## src/rtl/lii_pkg.sv

```systemverilog
// Shared LII link definitions: ID width and packing-ratio helpers used by
// every packer/unpacker that talks to a phy channel.
package lii_pkg;

    localparam int LII_ID_W = 8;

    // Number of kernel beats that make up one phy word.
    function automatic int lii_ratio(input int pw, input int dw);
        return (dw > 0) ? pw / dw : 0;
    endfunction

    // A legal pairing packs a whole number (at least one) of beats per word.
    function automatic bit lii_ratio_ok(input int pw, input int dw);
        return (dw > 0) && (pw >= dw) && ((pw % dw) == 0);
    endfunction

endpackage

```

## src/rtl/lii_out_slice.sv

```systemverilog
// Single-entry output register with valid/ready. Data only changes when the
// slot is empty or being drained, so it holds stable under backpressure.
module lii_out_slice #(
    parameter int W = 128
) (
    input  logic         clk,
    input  logic         rst_n,
    input  logic [W-1:0] in_data,
    input  logic         in_valid,
    output logic         in_ready,
    output logic [W-1:0] out_data,
    output logic         out_valid,
    input  logic         out_ready
);

    logic [W-1:0] data_q;
    logic         valid_q;

    assign in_ready  = ~valid_q | out_ready;
    assign out_data  = data_q;
    assign out_valid = valid_q;

    always_ff @(posedge clk or negedge rst_n) begin
        if (!rst_n) begin
            data_q  <= '0;
            valid_q <= 1'b0;
        end else if (in_valid && in_ready) begin
            // A load while full implies the old word drains this cycle.
            data_q  <= in_data;
            valid_q <= 1'b1;
        end else if (out_ready) begin
            valid_q <= 1'b0;
        end
    end

endmodule

```

## src/rtl/lii_tx_packer.sv

```systemverilog
// Transmit-side LII packer: gathers PW/DW kernel beats into one phy word,
// lane 0 in the LSBs, with early close of a partial word on s_tlast.
module lii_tx_packer
    import lii_pkg::*;
#(
    parameter int                    DW     = 64,
    parameter int                    PW     = 128,
    parameter logic [LII_ID_W-1:0]   SRC_ID = 8'h00,
    parameter logic [LII_ID_W-1:0]   DST_ID = 8'h00
) (
    input  logic                 aclk,
    input  logic                 arstn,
    input  logic [DW-1:0]        s_tdata,
    input  logic                 s_tvalid,
    output logic                 s_tready,
    input  logic                 s_tlast,
    output logic [PW-1:0]        lii_out_p0_tdata,
    output logic                 lii_out_p0_tvalid,
    input  logic                 lii_out_p0_tready,
    output logic [LII_ID_W-1:0]  lii_out_p0_src,
    output logic [LII_ID_W-1:0]  lii_out_p0_dst,
    output logic [31:0]          words_sent,
    output logic [15:0]          partial_flushes
);

    localparam int R  = lii_ratio(PW, DW);
    localparam int LW = (R > 1) ? $clog2(R) : 1;
    localparam logic [LW-1:0] LAST_LANE = LW'(R - 1);

    if (!lii_ratio_ok(PW, DW)) begin : g_bad_ratio
        $error("lii_tx_packer: PW must be a non-zero multiple of DW");
    end

    logic [LW-1:0] lane;
    logic          at_last;
    logic          closing;
    logic          beat_acc;
    logic          word_done;
    logic          early_close;
    logic          slice_ready;
    logic [PW-1:0] word;

    assign lii_out_p0_src = SRC_ID;
    assign lii_out_p0_dst = DST_ID;

    // Only a beat that closes a word needs room in the output register.
    assign at_last     = (lane == LAST_LANE);
    assign closing     = at_last | s_tlast;
    assign s_tready    = ~closing | slice_ready;
    assign beat_acc    = s_tvalid & s_tready;
    assign word_done   = beat_acc & closing;
    assign early_close = word_done & s_tlast & ~at_last;

    always_ff @(posedge aclk or negedge arstn) begin
        if (!arstn)
            lane <= '0;
        else if (beat_acc)
            lane <= closing ? '0 : lane + 1'b1;
    end

    if (R > 1) begin : g_pack
        logic [(R-1)*DW-1:0] acc;

        always_ff @(posedge aclk or negedge arstn) begin
            if (!arstn) begin
                acc <= '0;
            end else if (beat_acc) begin
                if (closing) begin
                    acc <= '0;
                end else begin
                    for (int k = 0; k < R - 1; k++)
                        if (lane == LW'(k))
                            acc[k*DW +: DW] <= s_tdata;
                end
            end
        end

        // Lanes below the current one come from the accumulator, the live
        // beat sits at `lane`, everything above stays zero.
        always_comb begin
            word = '0;
            for (int k = 0; k < R - 1; k++)
                if (LW'(k) < lane)
                    word[k*DW +: DW] = acc[k*DW +: DW];
            for (int k = 0; k < R; k++)
                if (lane == LW'(k))
                    word[k*DW +: DW] = s_tdata;
        end
    end else begin : g_pass
        assign word = s_tdata;
    end

    lii_out_slice #(
        .W (PW)
    ) u_slice (
        .clk       (aclk),
        .rst_n     (arstn),
        .in_data   (word),
        .in_valid  (word_done),
        .in_ready  (slice_ready),
        .out_data  (lii_out_p0_tdata),
        .out_valid (lii_out_p0_tvalid),
        .out_ready (lii_out_p0_tready)
    );

    always_ff @(posedge aclk or negedge arstn) begin
        if (!arstn) begin
            words_sent      <= '0;
            partial_flushes <= '0;
        end else begin
            if (lii_out_p0_tvalid && lii_out_p0_tready)
                words_sent <= words_sent + 32'd1;
            if (early_close && partial_flushes != 16'hFFFF)
                partial_flushes <= partial_flushes + 16'd1;
        end
    end

endmodule

```

## config.mk

```make
export PLATFORM = sky130hd
export DESIGN_NAME = lii_tx_packer
export DESIGN_NICKNAME = d
export VERILOG_FILES = /design/src/rtl/lii_pkg.sv /design/src/rtl/lii_out_slice.sv /design/src/rtl/lii_tx_packer.sv
export SDC_FILE = /design/constraint.sdc
export NUM_CORES = 1
export LEC_CHECK = 0
export BUFFER_PORTS_ARGS = -buffer_cell sky130_fd_sc_hd__buf_2
export CAP_MARGIN = 15
export CORE_MARGIN = 2
export CORE_UTILIZATION = 45
export CTS_CLUSTER_SIZE = 40
export DETAILED_ROUTE_END_ITERATION = 8
export PLACE_DENSITY = 0.72
export SLEW_MARGIN = 25
export SYNTH_ARGS = -nofsm -noshare
export SYNTH_HDL_FRONTEND = slang
export SYNTH_SLANG_ARGS = --single-unit
```

## constraint.sdc

```tcl
create_clock -name aclk -period 1.79 [get_ports aclk]
set_input_delay 0.358 -clock aclk [delete_from_list [all_inputs] [get_ports aclk]]
set_output_delay 0.358 -clock aclk [all_outputs]
set_load 0.02 [all_outputs]
```

==> results of run 1 <==
-- cells by family (layout without fill, tap and decap cells) --
| logic type | count (synthesis) | in the layout |
|---|---|---|
| AND/OR/NAND/NOR | 276 | 276 |
| XOR/XNOR | 44 | 44 |
| other | 1 | 18 |
| adder cells (fa/ha/maj) | 2 | 2 |
| AO/OA/AOI/OAI | 205 | 205 |
| flip-flops | 242 | 242 |
| buffers and inverters | 81 | 341 |
| multiplexers | 67 | 67 |
-- per-stage QoR --
step | hold slack, ns | setup WS [ns] | utilization | TNS, ns | area, um2
after floorplan | 0.0624 | -0.127 | - | -0.127 | 10200
after global placement | 0.327 | 0.0379 | 0.540 | 0 | 11900
after detailed placement | 0.324 | 0.000667 | 0.540 | 0 | 11900
after CTS | 0.0531 | 0.0106 | 0.581 | 0 | 12800
after global routing | 0.0670 | -0.0315 | 0.584 | -0.0803 | 12800
final | 0.0757 | 0.0298 | 0.584 | 0 | 12800
-- worst max-delay path, cell delays in order, from the launching register on --
cell     delay [ns]
dfrtp_2        0.38
ha_4           0.14
nand2_2        0.05
or4_4          0.59
o21ai_4        0.17
mux2_4         0.31
-- final timing paths --
check	cells after the start	slack, ns	to	from
setup / recovery	5	0.03	partial_flushes[1]	partial_flushes[1]
hold / removal	2	0.08	g_pack.acc[25]	s_tdata[25]
setup reg to reg	5	0.03	partial_flushes[1]	partial_flushes[1]
hold reg to reg	2	0.47	u_slice.out_data[118]	u_slice.out_data[118]
max in group asynchronous	3	0.82	u_slice.out_data[95]	arstn
min in group asynchronous	2	0.36	partial_flushes[8]	arstn
-- synth_stat cells, drive strengths merged (4+ instances only) --
library cell,count
a22o,64
and2,6
and3,12
and4,4
buf,49
clkbuf,29
dfrtp,242
mux2i,64
nand2,203
nand3,18
nand4,14
nor2,4
nor4,5
o2111ai,4
o21ai,133
xnor2,36
xor2,8
-- registers in the layout, indices dropped and copies added (netlist names) --
register and cells:
words_sent 32, partial_flushes 16, u_slice.out_valid 1, u_slice.out_data 128, g_pack.acc 64, at_last 1
-- power groups by stage --
stage                     Clock (mW)  Combinational (mW)  Sequential, mW
final                           5.25                3.94            6.91
after global routing            5.61                4.31            7.04
after CTS                       5.37                3.95            6.92
after detailed placement           0                3.91            6.99
after global placement             0                3.83            6.96
after floorplan                    0                1.40            7.89
-- metal layers --
metal	share of wire	vias up	global-route usage
met5	0.00055	-	0
li1	-	3672	-
met1	0.46	3754	0.281
met2	0.46	230	0.326
met3	0.065	40	0.0485
met4	0.021	2	0.0521
-- final cells by class --
type,instances,area share
clock buffers,43,0.0644
repair buffers,291,0.137
multi-input cells,610,0.295
flip-flops and latches,242,0.473
well taps,280,0.0273
clock inverters,4,0.00185
diodes,2,0.000390
inverters,3,0.000878
-- timing repair --
item	4_1_cts	5_1_grt
setup endpoints to repair	3	21
resized for setup	6	8
pin swaps	0	3
buffers inserted	2	1
hold endpoints to repair	45	0
hold buffers	1	0
==> flow_summary.ini, run 1 <==
[sta]
relSlewSlack = 0.604
hold_viol_final = 0
finalCriticalPeriod_ns = 1.76
finalSetupViolations = 0
tightest_slew_ns = 0.593
max_freq_mhz = 568
rsz0062_at_grt = yes
slew_violations = 0
min_period_over_period = 0.983
fin_skew_ns = 0.0243

[pwr]
ir_drop_mv = 0.778
netSwitchingPower_mw = 5.17
p_clk_frac = 0.326
seqPwrFrac = 0.429
combinationalPowerShare = 0.245
leakage_nw = 6.50
power_density_nw_per_um2 = 1260
switching_share = 0.321
intPower_mw = 10.9
p_total_mw = 16.1

[floorplanning]
num_io_pins = 263
initial_core_util = 0.461
num_rows = 54
die_x_um = 154
die_h_um = 154
fp.coreArea_um2 = 22000
die-area_um2 = 23700

[logic_synthesis]
synth_compound_area_frac = 0.129
syn_area_um2 = 10100
ys_ff_latch = 242
async_reset_ff_frac = 1.00
synth_cell_types = 44
yosys.area_share.xor_xnor = 0.0381
synth.largest_area_cell = dfrtp_1
synthFlopType = dfrtp_1
postSynthCellCount = 918
yosysWarnings = 0
synthSimpleGateAreaFrac = 0.124
synthMuxAreaShare = 0.0667
synth_edf_count = 0
synth_area_leaders = dfrtp_1 60%, nand2_1 7.5%, o21ai_0 6.4%
netlist.area_leader.share = 0.599
synth_fa_ha_area_frac = 0.00247
synth_seq_area_share = 0.599
synth_top_family_by_area = compound AO/OA/AOI/OAI gates
avgSynthCellArea_um2 = 11.0

[cts]
clk_path_buf_depth = 3
clk_latency_ns = 0.53
clk_pin_slew_worst_paths_ns = 0.06
cts_buffers = 27
tritoncts = built
cts_root_buf = clkbuf_16
htreeDepth = 1
clkSinkCount = 242

[layout]
layout_commonest_cell = buf_2
drive_gt1_frac = 0.297
layout_common_cells = 244 x buf_2, 239 x dfrtp_1, 201 x nand2_1, 130 x o21ai_0
nets = 1246
multi_input_area_um2 = 3790
nFillCells = 1818
register_area_um2 = 6060
final_cells = 1475
area_growth_pct = 26.8

[worst_setup_path]
endpoint_kind = register
critPathRequiredTime_ns = 2.20
crit_fanout = 6
cp.arrival_ns = 2.17
setup.worst_path.start_class = register
timing_worst_setup_path_type = register to register

[detailed_routing]
remaining_drc_errors = 0
avgRoutedWirePerCell_um = 16.2
antenna_left = 0
first_pass_iters = 4
routed_wl_um = 23800
vias = 7698
first_iter_violations = 449
via_per_inst = 5.22

[status]
status = complete, no violations

[placed_design]
gp_congestion = 0.802
dpl.hpwl_um = 16000
post-place-cells = 1422
portBuffers = 246

[job]
cap_viol_max_count = 0

[global_routing]
grt_pass1_wl_um = 40000
grt_pass1_vias = 7814
grt_usage = 0.203
grt_overflow_total = 0
grt_max_degree = 106
grt_antenna_before_repair = 3

[hold_path]
hp-class = input port to register
Note: power is estimated with default switching activity, not from simulation.
==> run 2, diff against run 1 <==
- SETUP_SLACK_MARGIN: not set -> 0.3
==> flow_summary.ini, run 2 (synthesis results as in run 1) <==
[layout]
utilization = 0.730
largest_register_ffs = 128
layout_commonest_cell = buf_2
design_area_um2 = 16000
nets = 1367
drive_gt1_frac = 0.529
area_growth_pct = 58.5
layout_common_cells = 234 x buf_2, 222 x dfrtp_1, 112 x nand2_1, 104 x o21ai_2
final_cells = 1592
diodes = 0

[global_routing]
grt_max_degree = 51
grt_antenna_before_repair = 0
grt_pass1_wl_um = 50200
grt_pass1_vias = 8999
grt_usage = 0.263
grt_overflow_total = 0

[worst_setup_path]
critPathRequiredTime_ns = 2.19
timing_worst_setup_path_type = register to register
critPathBufInv = 0
crit_fanout = 6
path_cells = ha_4 -> nand2_4 -> or4_4 -> o21ai_4 -> mux2_4
reg2reg_depth = 5
cpPeakStageDelay_ns = 0.59
setup.worst_path.start_class = register
cp.arrival_ns = 2.22
r2r-end = partial_flushes[1]
cp_slowest_cell = or4_4
r2r_setup_slack_ns = -0.03
cp_top_family = simple AND/OR/NAND/NOR gates
endpoint_kind = register
r2r-start = partial_flushes[1]

[sta]
slew_violations = 0
finalSetupViolations = 5
hold_viol_final = 0
finalCriticalPeriod_ns = 1.82
min_period_over_period = 1.02
rsz0062_at_grt = yes
fin_skew_ns = 0.0113
fin_hold_ws_ns = 0.0896
final.setup.tns_ns = -0.0981
max_freq_mhz = 548
setup_slack_ns = -0.0336

[status]
status = finished with violations
violations = negative setup slack

[floorplanning]
die_h_um = 154
num_io_pins = 263
die_x_um = 154
initial_core_util = 0.461
die-area_um2 = 23700
fp.coreArea_um2 = 22000
num_rows = 54

[cts]
clk_pin_slew_worst_paths_ns = 0.06
clkSinkCount = 242
clk_latency_ns = 0.52
htreeDepth = 1
tritoncts = built
clk_path_buf_depth = 3
cts_root_buf = clkbuf_16
cts_buffers = 26

[placed_design]
gp_congestion = 0.777
place_ws_ns = -0.00646
dpl.hpwl_um = 16100
post_dp_cell_area_um2 = 11900
post-place-cells = 1417
portBuffers = 246

[pwr]
leakage_nw = 8.04
p_total_mw = 18.6
ir_drop_mv = 0.817
power_density_nw_per_um2 = 1160

[detailed_routing]
vias = 8971
antenna_left = 0
remaining_drc_errors = 0
via_per_inst = 5.64
first_iter_violations = 543
routed_wl_um = 33900
avgRoutedWirePerCell_um = 21.3
first_pass_iters = 5

[job]
cap_viol_max_count = 0

[hold_path]
hold_end = g_pack.acc[40]
worstHoldPathCells = 2
hp-start = s_tdata[40]
hp-class = input port to register
-- run 2: cell types whose count changed in the layout (fill, tap and decap cells not counted), moves of 10 or more --
cell	delta
buf_12	+20
buf_16	+36
buf_2	-10
buf_4	+31
buf_6	+34
dfrtp_1	-17
dfrtp_2	+17
nand2_1	-89
nand2_2	+31
nand2_4	+58
o21ai_0	-123
o21ai_1	+15
o21ai_2	+104
-- run 2: repair_timing --
action / 4_1_cts / 5_1_grt
setup buffers: 68 / 25
resized for setup: 270 / 247
cloned: 34 / 3
hold endpoints to repair: 41 / 0
hold buffers: 1 / 0
pin swaps: 89 / 90
setup endpoints to repair: 189 / 255
-- run 2: how the worst max path moves through the flow --
stage | startpoint | to | slack, ns | depth (start not counted)
after floorplan | partial_flushes[0] | partial_flushes[1] | -0.11 | 6
after global placement | partial_flushes[1] | partial_flushes[1] | 0.05 | 5
after detailed placement | partial_flushes[1] | partial_flushes[9] | -0.006 | 6
after CTS | partial_flushes[0] | partial_flushes[1] | 0.009 | 5
after global routing | partial_flushes[1] | partial_flushes[4] | -0.12 | 6
final | partial_flushes[1] | partial_flushes[1] | -0.03 | 5
-- run 2: cell type report --
class | count | area (um2)
well taps | 280 | 350
clock buffers | 43 | 786
inverters | 3 | 11.3
clock inverters | 1 | 5.00
flip-flops and latches | 242 | 6080
repair buffers | 412 | 3910
multi-input cells | 611 | 4880
fillers | 1372 | 5930
-- run 2: layer usage --
layer,GRT usage,share of wire,up-vias
met3,0.0507,0.069,77
met5,0,0,-
met2,0.431,0.50,398
met1,0.362,0.41,4560
met4,0.0730,0.027,0
li1,-,-,3936
-- run 2: power by group --
part / switching [mW] / internal, mW / leakage, nW / total, mW
Combinational: 3.40 / 2.85 / 4.50 / 6.25
Sequential: 0.797 / 6.39 / 3.16 / 7.19
Clock: 2.15 / 2.96 / 0.386 / 5.11
Total: 6.35 / 12.2 / 8.04 / 18.6
-- run 2: worst register-to-register path, stage by stage (launching register included) --
cell	delay, ns
dfrtp_2	0.40
ha_4	0.16
nand2_4	0.06
or4_4	0.59
o21ai_4	0.19
mux2_4	0.31
